`src/rtl/axis_frame_tx_if.sv`:
```
// Bundle of the FIFO write port, frame-control handshake and AXI-Stream master
// signals used by axis_frame_tx.
interface axis_frame_tx_if #(
    parameter int unsigned DATA_WIDTH = 32,
    parameter int unsigned DEPTH      = 8
);
    localparam int unsigned CW = $clog2(DEPTH) + 1;

    logic                  wr_en;
    logic [DATA_WIDTH-1:0] wr_data;
    logic                  wr_full;
    logic [CW-1:0]         wr_count;
    logic                  start;
    logic [CW-1:0]         frame_len;
    logic                  busy;
    logic                  done;
    logic                  m_axis_tvalid;
    logic [DATA_WIDTH-1:0] m_axis_tdata;
    logic                  m_axis_tlast;
    logic                  m_axis_tready;

    // master: the frame transmitter itself
    modport master (
        input  wr_en, wr_data, start, frame_len, m_axis_tready,
        output wr_full, wr_count, busy, done, m_axis_tvalid, m_axis_tdata, m_axis_tlast
    );

    // slave: the writer / frame requester / stream consumer
    modport slave (
        output wr_en, wr_data, start, frame_len, m_axis_tready,
        input  wr_full, wr_count, busy, done, m_axis_tvalid, m_axis_tdata, m_axis_tlast
    );
endinterface

```
`src/rtl/axis_frame_tx.sv`:
```
// Word FIFO feeding an AXI-Stream master that emits frames of a requested length,
// with TLAST on the final beat and a one-cycle DONE pulse afterwards.
module axis_frame_tx #(
    parameter int unsigned DATA_WIDTH = 32,
    parameter int unsigned DEPTH      = 8
) (
    input logic             aclk,
    input logic             areset,
    axis_frame_tx_if.master bus
);
    localparam int unsigned AW = $clog2(DEPTH);
    localparam int unsigned CW = AW + 1;

    typedef enum logic {IDLE, SEND} state_t;

    state_t                state;
    logic [DATA_WIDTH-1:0] mem [DEPTH];
    logic [AW-1:0]         wr_ptr;
    logic [AW-1:0]         rd_ptr;
    logic [AW-1:0]         rd_ptr_nxt;
    logic [CW-1:0]         count;
    logic [CW-1:0]         count_nxt;
    logic [CW-1:0]         len;
    logic [CW-1:0]         beat;
    logic                  full;
    logic                  push;
    logic                  pop;
    logic                  start_ok;
    logic [DATA_WIDTH-1:0] head_nxt;

    assign bus.wr_count = count;
    assign bus.wr_full  = full;

    // Next-cycle FIFO view; the registered TDATA tracks the head after this edge,
    // bypassing the write data when the write lands on an otherwise empty FIFO.
    always_comb begin
        push       = bus.wr_en && !full;
        pop        = (state == SEND) && bus.m_axis_tready;
        rd_ptr_nxt = rd_ptr + AW'(pop);
        count_nxt  = count + CW'(push) - CW'(pop);
        head_nxt   = (push && (wr_ptr == rd_ptr_nxt)) ? bus.wr_data : mem[rd_ptr_nxt];
        start_ok   = (state == IDLE) && bus.start
                     && (bus.frame_len != '0) && (bus.frame_len <= CW'(DEPTH))
                     && (count >= bus.frame_len);
    end

    // Storage array carries no reset; pointers alone define its contents.
    always_ff @(posedge aclk) begin
        if (push) begin
            mem[wr_ptr] <= bus.wr_data;
        end
    end

    always_ff @(posedge aclk or posedge areset) begin
        if (areset) begin
            state             <= IDLE;
            wr_ptr            <= '0;
            rd_ptr            <= '0;
            count             <= '0;
            full              <= 1'b0;
            len               <= '0;
            beat              <= '0;
            bus.busy          <= 1'b0;
            bus.done          <= 1'b0;
            bus.m_axis_tvalid <= 1'b0;
            bus.m_axis_tlast  <= 1'b0;
            bus.m_axis_tdata  <= '0;
        end else begin
            if (push) begin
                wr_ptr <= wr_ptr + AW'(1);
            end
            rd_ptr           <= rd_ptr_nxt;
            count            <= count_nxt;
            full             <= (count_nxt == CW'(DEPTH));
            bus.m_axis_tdata <= head_nxt;
            bus.done         <= 1'b0;

            case (state)
                IDLE: begin
                    if (start_ok) begin
                        state             <= SEND;
                        len               <= bus.frame_len;
                        beat              <= '0;
                        bus.busy          <= 1'b1;
                        bus.m_axis_tvalid <= 1'b1;
                        bus.m_axis_tlast  <= (bus.frame_len == CW'(1));
                    end
                end
                SEND: begin
                    if (pop) begin
                        if (bus.m_axis_tlast) begin
                            state             <= IDLE;
                            bus.busy          <= 1'b0;
                            bus.m_axis_tvalid <= 1'b0;
                            bus.m_axis_tlast  <= 1'b0;
                            bus.done          <= 1'b1;
                        end else begin
                            beat             <= beat + CW'(1);
                            bus.m_axis_tlast <= ((beat + CW'(1)) == (len - CW'(1)));
                        end
                    end
                end
                default: state <= IDLE;
            endcase
        end
    end
endmodule
```
`src/flat_wrapper.sv`:
```
// flat-port wrapper written by rule: the top's interface ports become plain ports
module axis_frame_tx_flat 
#(
    parameter int unsigned DATA_WIDTH = 32,
    parameter int unsigned DEPTH      = 8
)
  (aclk, areset, bus_wr_en, bus_wr_data, bus_start, bus_frame_len, bus_m_axis_tready, bus_wr_full, bus_wr_count, bus_busy, bus_done, bus_m_axis_tvalid, bus_m_axis_tdata, bus_m_axis_tlast);
  axis_frame_tx_if #(.DATA_WIDTH(DATA_WIDTH), .DEPTH(DEPTH)) bus_i ();
  input logic aclk;
  input logic areset;
  input wire logic [$bits(bus_i.wr_en)-1:0] bus_wr_en;
  input wire logic [$bits(bus_i.wr_data)-1:0] bus_wr_data;
  input wire logic [$bits(bus_i.start)-1:0] bus_start;
  input wire logic [$bits(bus_i.frame_len)-1:0] bus_frame_len;
  input wire logic [$bits(bus_i.m_axis_tready)-1:0] bus_m_axis_tready;
  output wire logic [$bits(bus_i.wr_full)-1:0] bus_wr_full;
  output wire logic [$bits(bus_i.wr_count)-1:0] bus_wr_count;
  output wire logic [$bits(bus_i.busy)-1:0] bus_busy;
  output wire logic [$bits(bus_i.done)-1:0] bus_done;
  output wire logic [$bits(bus_i.m_axis_tvalid)-1:0] bus_m_axis_tvalid;
  output wire logic [$bits(bus_i.m_axis_tdata)-1:0] bus_m_axis_tdata;
  output wire logic [$bits(bus_i.m_axis_tlast)-1:0] bus_m_axis_tlast;
  assign bus_i.wr_en = bus_wr_en;
  assign bus_i.wr_data = bus_wr_data;
  assign bus_i.start = bus_start;
  assign bus_i.frame_len = bus_frame_len;
  assign bus_i.m_axis_tready = bus_m_axis_tready;
  assign bus_wr_full = bus_i.wr_full;
  assign bus_wr_count = bus_i.wr_count;
  assign bus_busy = bus_i.busy;
  assign bus_done = bus_i.done;
  assign bus_m_axis_tvalid = bus_i.m_axis_tvalid;
  assign bus_m_axis_tdata = bus_i.m_axis_tdata;
  assign bus_m_axis_tlast = bus_i.m_axis_tlast;
  axis_frame_tx #(.DATA_WIDTH(DATA_WIDTH), .DEPTH(DEPTH)) u_core (.aclk(aclk), .areset(areset), .bus(bus_i));
endmodule
```
`config.mk`:
```
export PLATFORM = sky130hd
export DESIGN_NAME = axis_frame_tx_flat
export DESIGN_NICKNAME = d
export VERILOG_FILES = /design/src/rtl/axis_frame_tx_if.sv /design/src/rtl/axis_frame_tx.sv /design/src/flat_wrapper.sv
export SDC_FILE = /design/constraint.sdc
export NUM_CORES = 1
export LEC_CHECK = 0
export CAP_MARGIN = 15
export CORE_MARGIN = 5
export CORE_UTILIZATION = 40
export DETAILED_ROUTE_END_ITERATION = 10
export PLACE_DENSITY_LB_ADDON = 0.15
export SYNTH_ARGS = -nofsm -noshare
export SYNTH_HDL_FRONTEND = slang
export SYNTH_SLANG_ARGS = --single-unit
```
`constraint.sdc`:
```
create_clock -name aclk -period 7.1 [get_ports aclk]
set_clock_uncertainty 0.15 [all_clocks]
set_input_delay 1.775 -clock aclk [delete_from_list [all_inputs] [get_ports aclk]]
set_output_delay 1.775 -clock aclk [all_outputs]
set_load 0.01 [all_outputs]
```
**Word level (Yosys, flattened, before mapping)**

Memory sizes are Yosys's and may differ from the RTL's. A register that Yosys moved wholly into a read port is not among the register bits.
Index checks and enable logic that the tools add are counted.

- Register bits after elaboration: 23
- Memory bits (writable): 256
- Memories kept: 1

- Add/sub/neg operators: 6
- $lt $le $gt $ge: 2
- Equal/unequal tests: 7
- Mux-type cells: 21
- Bitwise operators: 1
- Reductions and logical operators: 12

Memory list:

| name | depth | bits a word | rd ports | clocked after Yosys merged registers in | write ports | line | RTL |
|---|---|---|---|---|---|---|---|
| u_core.mem | 8 | 32 | 1 | 1 | 1 | axis_frame_tx.sv:17 | `logic [DATA_WIDTH-1:0] mem [DEPTH];` |

Operator list:

| operator | number |
|---|---|
| 2-to-1 mux 1 bit | 14 |
| 2-to-1 mux 4 bit | 3 |
| case mux 4 bit (2 select lines) | 1 |
| logical AND 1 bit | 6 |
| case mux 1 bit (2 select lines) | 3 |
| AND reduction 3 bit | 2 |
| adder 4 x 1 -> 4 bit | 1 |
| adder 4 x 1 -> 4 bit (second input constant) | 1 |
| == test 4 x 1 -> 1 bit (second input constant) | 1 |
| == test 4 bit | 1 |
| == test 4 bit (second input constant) | 1 |
| >= comparator 4 bit | 1 |
| <= comparator 4 bit (second input constant) | 1 |
| != test 2 x 1 -> 1 bit (second input constant) | 2 |
| != test 2 bit (second input constant) | 2 |
| AND reduction 2 bit | 2 |
| nonzero test 4 bit | 1 |
| subtractor 4 x 1 -> 4 bit | 1 |
| subtractor 4 x 1 -> 4 bit (second input constant) | 1 |
| adder 3 x 1 -> 3 bit | 1 |
| adder 3 x 1 -> 3 bit (second input constant) | 1 |
| logical NOT 1 bit | 1 |
| inverter 1 bit | 1 |

**Depth between registers and ports, before layout**

Gate-level depths: netlist of run 1.

- Word-level depth: 7
- Depth in mapped cells: 11
- Mapped depth without buffers: 8

**Worst setup path after synthesis of run 1**

Ideal clock, no wire load.

- Path type: input -> register
- From: input port bus_wr_en
- To: memory u_core.mem[0][0] (enable)
- Data arrival time: 4464 ps
- Data required time: 6489 ps
- Path slack: 2025 ps
- Cell stages on the path: 4
- Path buffers: 1
- Cells stage by stage: nor2b_1 > clkbuf_1 > nand2b_1 > nor3_1

- Word-level cells in the longest chain between the ends: 3

RTL lines:

| element | line | RTL |
|---|---|---|
| start, declared | flat_wrapper.sv:11 | `input wire logic [$bits(bus_i.wr_en)-1:0] bus_wr_en;` |
| logical AND 1 bit | axis_frame_tx.sv:37 | `push = bus.wr_en && !full;` |
| net u_core.push | axis_frame_tx.sv:26 | `logic push;` |
| 2-to-1 mux 1 bit | axis_frame_tx.sv:49 | `if (push) begin` |
| 2-to-1 mux 1 bit (not written as such) | axis_frame_tx.sv:50 | `mem[wr_ptr] <= bus.wr_data;` |
| end, declared | axis_frame_tx.sv:17 |  |

The timed path passes the listed nets, and every way through them passes these cells.

**Final worst setup path of run 1**

- From: input port bus_m_axis_tready
- To: register u_core.bus.m_axis_tdata[29], read port of u_core.mem

- Word-level cells in the longest chain between the ends: 2

RTL lines:

| element | line | RTL |
|---|---|---|
| start, declared | flat_wrapper.sv:15 | `input wire logic [$bits(bus_i.m_axis_tready)-1:0] bus_m_axis_tready;` |
| logical AND 1 bit | axis_frame_tx.sv:38 | `pop = (state == SEND) && bus.m_axis_tready;` |
| adder 3 x 1 -> 3 bit | axis_frame_tx.sv:39 | `rd_ptr_nxt = rd_ptr + AW'(pop);` |
| net u_core.rd_ptr_nxt[2] | axis_frame_tx.sv:20 | `logic [AW-1:0] rd_ptr_nxt;` |
| end, declared | axis_frame_tx_if.sv:25 | `output wr_full, wr_count, busy, done, m_axis_tvalid, m_axis_tdata, m_axis_tlast` |

The timed path passes the listed nets, and every way through them passes these cells.
A chain may end at the register's enable or synchronous reset.

==> impl_results.md, run 1 <==
* Post-Syn Area at 12400 sq um
* EDFF count, synth at 256
* Period utilization at 64.2%
* Initial antenna violation count at 1
* Final Hold Fails at 0
* Worst-Margin Slew at 1.03 ns
* Worst Path Required at 7.34 ns
* Seq/Total Area, Yosys at 73.1%
* Cell variety after synth at 49
* Crit path launch type: primary input
* Mean Syn Cell Area at about 16 sq um
* Synthesized Nets at approximately 840
* CP most frequent cell: xnor2_1
* Most frequent cells in the layout: 256 x edfxtp_1, 136 x nand2_1, 81 x clkdlybuf4s50_1, 63 x nand3_1, 63 x mux2i_1
* Postcts setup bufs at 0
* Longest Clk Path Bufs at 3
* DRC viols at 0
* Max Fclk at 220 MHz
* Final Max Tran Viols at 0
* Slowest stage delay, CP at about 0.87 ns
* Critical path class: primary input to register
* Initial cell density of the core at 40.5%
* Row cnt at 64
* Area grow syn2layout at 18.7%
* Maxcap violations at 0
* Drt wl/cell at 21.0 um
* Asr flop ratio synth at between 15 and 20%
* Post-DP HPWL at ~14000 um
* First-pass GRT wire length at 41900 um
* ANT nets after route at 0
* Crit path cell chain: clkdlybuf4s50_1 > and3_1 > ha_1 > xnor2_1 > inv_2 > xnor2_1 > and4_2 > buf_12 > a221oi_2 > a32o_1
* Core region area at 30600 sq um
* Status: completed
* DRT iter0 DRCs at 472
* Final WL at between 20000 and 30000 um
* CTS H-tree depth at 2
* Cells after Synth at between 700 and 800
* RSZ-0062 raised after global routing: false
* Min Tclk post-route at roughly 4.6 ns
* Tot GR Track Use at 15.9%
* IO Pins at between 80 and 90
* Final setup vio count at 0
* TritonCTS clock tree: done
* CP Capture Type: register
* GRT met2 Usage at 26.6%
* Nets at 929
* Hold path start: u_core.len[3]$_DFFE_PP0P_
* Worst setup path startpoint: bus_m_axis_tready
* Commonest register cell after synthesis: edfxtp_1
* IO buf count at 81
* Total die area at approximately 35000 sq um
* CTS root buf: clkbuf_16
* PwrDens at 465 nW/um^2
* Clock buffer count from CTS at 34
* TNS Setup at 0 ns
* GR met1 Demand/Resource at 21.7%
* Most common cell after layout, fill and taps aside: edfxtp_1
* Synthesis Warnings at 0
* Share of cells above drive strength 1 at 12.9%
* Number of global-route vias before repair at about 7000
* Via count at 6814
* Synth Register Bits at between 300 and 400
* 1st-pass router iterations at 5
* Hold Path Class: register to register
* Die width at 186 um
* CTS resizes at 0
* LEAKAGE at 5.21 nW
* CP max stage cell: and4_2
* Fillers at 2619
* Worst vdd ir at approximately 0.44 mV
* Via density at 5.25
* CTS sink count at roughly 310
* Clk pin slew, worst setup/hold paths at 0.06 ns
* GRT busiest layer: met2
* Crit path DAT at 4.80 ns
* # hold bufs at CTS at 0
* Final WS setup at 2.54 ns
* Die H at 186 um
* Largest net degree at the start of global routing at 129
* Gr ovfl total at 0
* Reg-to-reg startpoint: u_core.state$_DFF_PP0_
* GP Congestion at 0.709
* Place WS at about 2 ns
* Max-slew headroom at a little under a third
* Worst skew pair latency at 0.50 ns
* Largest fanout on the critical path at 34
* M3 GR Usage at approximately 2.9%
[sequential cells by signal (all words and copies together) (netlist names), 3 cells and up]
register                 cells
u_core.beat                  4
u_core.bus.m_axis_tdata     32
u_core.bus.wr_count          4
u_core.len                   4
u_core.mem                 256
u_core.rd_ptr                3
u_core.wr_ptr                3
[metal layers]
metal,part of all wire [%],wire length [um],vias up
li1,-,-,3164
met1,45,12300,3451
met5,0,0,-
met2,48,13100,160
met3,4.6,1250,39
met4,2.0,556,0
[cells in the mapped netlist (2+ instances only)]
cell,instances,area (sq um)
o21ai_1,3,15.0
nand2b_1,5,31.3
mux2_2,3,33.8
nor2_1,10,37.5
nand2_1,136,510
buf_6,13,146
mux2_1,4,45.0
a21o_1,3,22.5
nor2b_1,2,12.5
a221oi_2,27,405
mux2i_1,63,631
o22ai_1,2,12.5
and2_1,2,12.5
buf_1,2,7.51
a22oi_1,2,15.0
nor3_1,6,30.0
buf_2,14,70.1
a221oi_1,4,35.0
edfxtp_1,256,7690
xnor2_1,12,105
and3_1,2,12.5
inv_2,2,7.51
ha_1,11,138
a32o_1,31,310
buf_4,2,15.0
clkbuf_1,15,56.3
dfrtp_1,55,1380
xor2_1,5,43.8
nand3_1,63,315
inv_1,15,56.3
[metrics by stage]
stage	area [sq um]	power, mW	instances	util [%]	hold WS, ns
2_1_floorplan	12400	4.42	789	-	0.329
3_3_place_gp	13600	5.21	1236	44.5	0.353
3_5_place_dp	13600	5.23	1236	44.5	0.354
4_1_cts	14700	6.94	1296	48.1	0.368
5_1_grt	14700	7.25	1297	48.1	0.391
6_report	14700	6.84	1297	48.1	0.364
[kinds of logic (layout without fill, tap and decap cells)]
| family | after synthesis | count (layout) | share of synthesized area, % |
|---|---|---|---|
| buffers and inverters | 64 | 175 | 3.02 |
| AND/OR/NAND/NOR | 235 | 235 | 8.37 |
| AO/OA/AOI/OAI | 78 | 78 | 6.92 |
| multiplexers | 70 | 70 | 5.72 |
| other | 0 | 1 | 0 |
| flip-flops | 311 | 311 | 73.1 |
| adder cells (fa/ha/maj) | 12 | 12 | 1.27 |
| XOR/XNOR | 19 | 19 | 1.60 |
[area by class of cell]
| class | count | area [sq um] | area share, % |
|---|---|---|---|
| Antenna cell | 1 | 2.50 | 0.0170 |
| Clock buffer | 46 | 977 | 6.64 |
| Clock inverter | 14 | 118 | 0.799 |
| Inverter | 17 | 63.8 | 0.434 |
| Multi-Input combinational cell | 414 | 3040 | 20.6 |
| Sequential cell | 311 | 9060 | 61.6 |
| Tap cell | 396 | 495 | 3.37 |
| Timing Repair Buffer | 98 | 963 | 6.55 |
[final timing paths]
check                                                              to  slack [ns]  cells after the start
min in group asynchronous        u_core.bus.m_axis_tdata[3]$_DFF_PP0_        1.71                      3
max in group asynchronous       u_core.bus.m_axis_tdata[28]$_DFF_PP0_        4.51                      3
worst min register to register              u_core.len[3]$_DFFE_PP0P_        0.36                      1
worst max-delay path            u_core.bus.m_axis_tdata[29]$_DFF_PP0_        2.54                     10
worst min-delay path                        u_core.len[3]$_DFFE_PP0P_        0.36                      1
worst max register to register  u_core.bus.m_axis_tdata[29]$_DFF_PP0_        3.80                      9
[power breakdown]
group          total (mW)  internal, mW  switching, mW
logic                2.60          1.13           1.47
registers            2.54          2.38          0.161
clock network        1.70          1.01          0.694
total                6.84          4.51           2.32
[critical path: cells and delay by family]
family | cells | cell delay (ns)
buf+inv | 3 | 0.92
simple gates | 2 | 1.07
fa+ha+maj | 1 | 0.18
compound gates | 2 | 0.34
xor+xnor | 2 | 0.50
Note: power is estimated with default switching activity, not from simulation.
==> inputs of run 2 (changes only) <==
==> constraint.sdc (replaced) <==
create_clock -name aclk -period 4.3 [get_ports aclk]
set_clock_uncertainty 0.15 [all_clocks]
set_input_delay 1.075 -clock aclk [delete_from_list [all_inputs] [get_ports aclk]]
set_output_delay 1.075 -clock aclk [all_outputs]
set_load 0.01 [all_outputs]
==> impl_results.md, run 2 (synthesis gave the netlist of run 1 again) <==
* Placed cell count at ~1300
* CP Capture Type: register
* Tot Pwr at 11.9 mW
* Final Hold Fails at 0
* CTS root buf: clkbuf_16
* Largest regs: u_core.mem: 256 flops, u_core.bus.m_axis_tdata: 32 flops
* Final Max Tran Viols at 0
* Via count at just under 7000
* CP most frequent cell: xnor2_1
* Die width at between 150 and 200 um
* DRC viols at 0
* DRT iter0 DRCs at 401
* Drt wl/cell at 20.7 um
* R2R cell count at 9
* CTS sink count at 311
* Clock buffer count from CTS at 35
* Die H at between 150 and 200 um
* Max Fclk at 293 MHz
* Critical path class: primary input to register
* Initial cell density of the core at 40.5%
* Non-filler cells, final at 1316
* Initial antenna violation count at 0
* TNS Setup at 0 ns
* Final setup vio count at 0
* IO Pins at 82
* Hold Path Depth at 1
* TritonCTS clock tree: done
* Antenna cells at 0
* Max reg flops at around 260
* ANT nets after route at 0
* Total die area at 34600 sq um
* Core region area at 30600 sq um
* 1st-pass router iterations at 5
* Worst skew pair latency at approximately 0.5 ns
* Number of global-route vias before repair at ~7100
* Clk pin slew, worst setup/hold paths at 0.06 ns
* Flip-flop and latch area at 9060 sq um
* Crit path cell chain: clkdlybuf4s50_1 > and3_1 > ha_1 > xnor2_1 > inv_2 > xnor2_1 > and4_4 > buf_12 > a221oi_2 > a32o_1
* Most common cell after layout, fill and taps aside: edfxtp_1
* Postcts setup bufs at 0
* Worst Path Required at 4.54 ns
* Hold Path Class: register to register
* RSZ-0062 raised after global routing: false
* Gr ovfl total at 0
* Area grow syn2layout at 21.9%
* PwrDens at 784 nW/um^2
* WP depth at 10
* Min Tclk post-route at 3.42 ns
* Top reg by flops: u_core.mem
* # hold bufs at CTS at 0
* Crit path launch type: primary input
* Tot GR Track Use at 16.1%
* GP Congestion at 0.717
* Fillers at 2585
* Final WL at 27300 um
* Share of cells above drive strength 1 at between 10% and 20%
* IO buf count at a little over 80
* Row cnt at 64
* Crit path DAT at 3.66 ns
* CP max stage cell: clkdlybuf4s50_1
* Maxcap violations at 0
* CP Buf/Inv Count at 3
* Post-DP HPWL at 15500 um
* Status: completed
* Worst-Margin Slew at around 0.64 ns
* Period utilization at 79.4%
* Nets at 948
* Longest Clk Path Bufs at 3
* Multi-input logic area at 3050 sq um
* Largest net degree at the start of global routing at 38
* Max-slew headroom at 57.6%
* CTS resizes at 0
* CTS H-tree depth at 2
* Via density at 5.21
* Most frequent cells in the layout: 256 x edfxtp_1, 136 x nand2_1, 81 x clkdlybuf4s50_1, 63 x nand3_1, 63 x mux2i_1
* Largest fanout on the critical path at 21
* First-pass GRT wire length at 42400 um
* LEAKAGE at 5.39 nW
* Cell family with most CP delay: buffers and inverters
* Worst vdd ir at 0.412 mV
* Slowest stage delay, CP at 0.51 ns
run 2: changes by cell type in the layout (fill, tap and decap cells not counted), sizes merged:
| cell | previous run | this run |
|---|---|---|
| clkinv | 11 | 8 |
| inv | 17 | 18 |
| clkbuf | 46 | 47 |
| bufinv | 1 | 5 |
| clkinvlp | 2 | 1 |
| diode | 1 | 0 |
| buf | 17 | 35 |
run 2: per-stage QoR:
stage | worst slack, ns | hold WS [ns] | util [%] | cell area [sq um]
after floorplan | 0.780 | 0.329 | - | 12400
after global placement | 0.445 | 0.345 | 45.5 | 13900
after detailed placement | 0.381 | 0.349 | 45.5 | 13900
after CTS | 0.906 | 0.363 | 49.4 | 15100
after global routing | 0.769 | 0.388 | 49.4 | 15100
final | 0.884 | 0.359 | 49.4 | 15100
run 2: area by class of cell:
cell class                 instances  area share (%)
clock inverter                    15            1.52
inverter                          17           0.422
sequential                       311            60.0
multi-input combinational        414            20.2
timing repair buffer             116            8.26
clock buffer                      47            6.37
tap                              396            3.28
run 2: final timing paths:
| kind | from | endpoint | slack (ns) |
|---|---|---|---|
| min reg2reg | u_core.len[3]$_DFFE_PP0P_ | u_core.len[3]$_DFFE_PP0P_ | 0.36 |
| min in group asynchronous | areset | u_core.bus.m_axis_tdata[8]$_DFF_PP0_ | 0.70 |
| max | bus_m_axis_tready | u_core.bus.m_axis_tdata[14]$_DFF_PP0_ | 0.88 |
| min | u_core.len[3]$_DFFE_PP0P_ | u_core.len[3]$_DFFE_PP0P_ | 0.36 |
| max in group asynchronous | areset | u_core.wr_ptr[0]$_DFFE_PP0P_ | 2.57 |
| max reg2reg | u_core.state$_DFF_PP0_ | u_core.bus.m_axis_tdata[14]$_DFF_PP0_ | 1.50 |
run 2: worst register-to-register path, cell delays in order (launching register included):
cell	delay (ns)
dfrtp_1	0.47
and3_1	0.23
ha_1	0.18
xnor2_1	0.38
inv_2	0.13
xnor2_1	0.16
and4_4	0.42
buf_12	0.23
a221oi_2	0.05
a32o_1	0.30
run 2: routing by layer:
layer	share of wire, %	global-route usage, %
met1	45	22.4
met2	48	26.7
met3	4.8	2.79
met4	1.4	3.58
met5	0	0
run 2: report_power, final:
| part | leakage (nW) | switching (mW) | internal, mW |
|---|---|---|---|
| logic | 1.85 | 2.52 | 2.10 |
| clock network | 0.572 | 1.15 | 1.88 |
| registers | 2.97 | 0.275 | 3.92 |
| total | 5.39 | 3.95 | 7.90 |
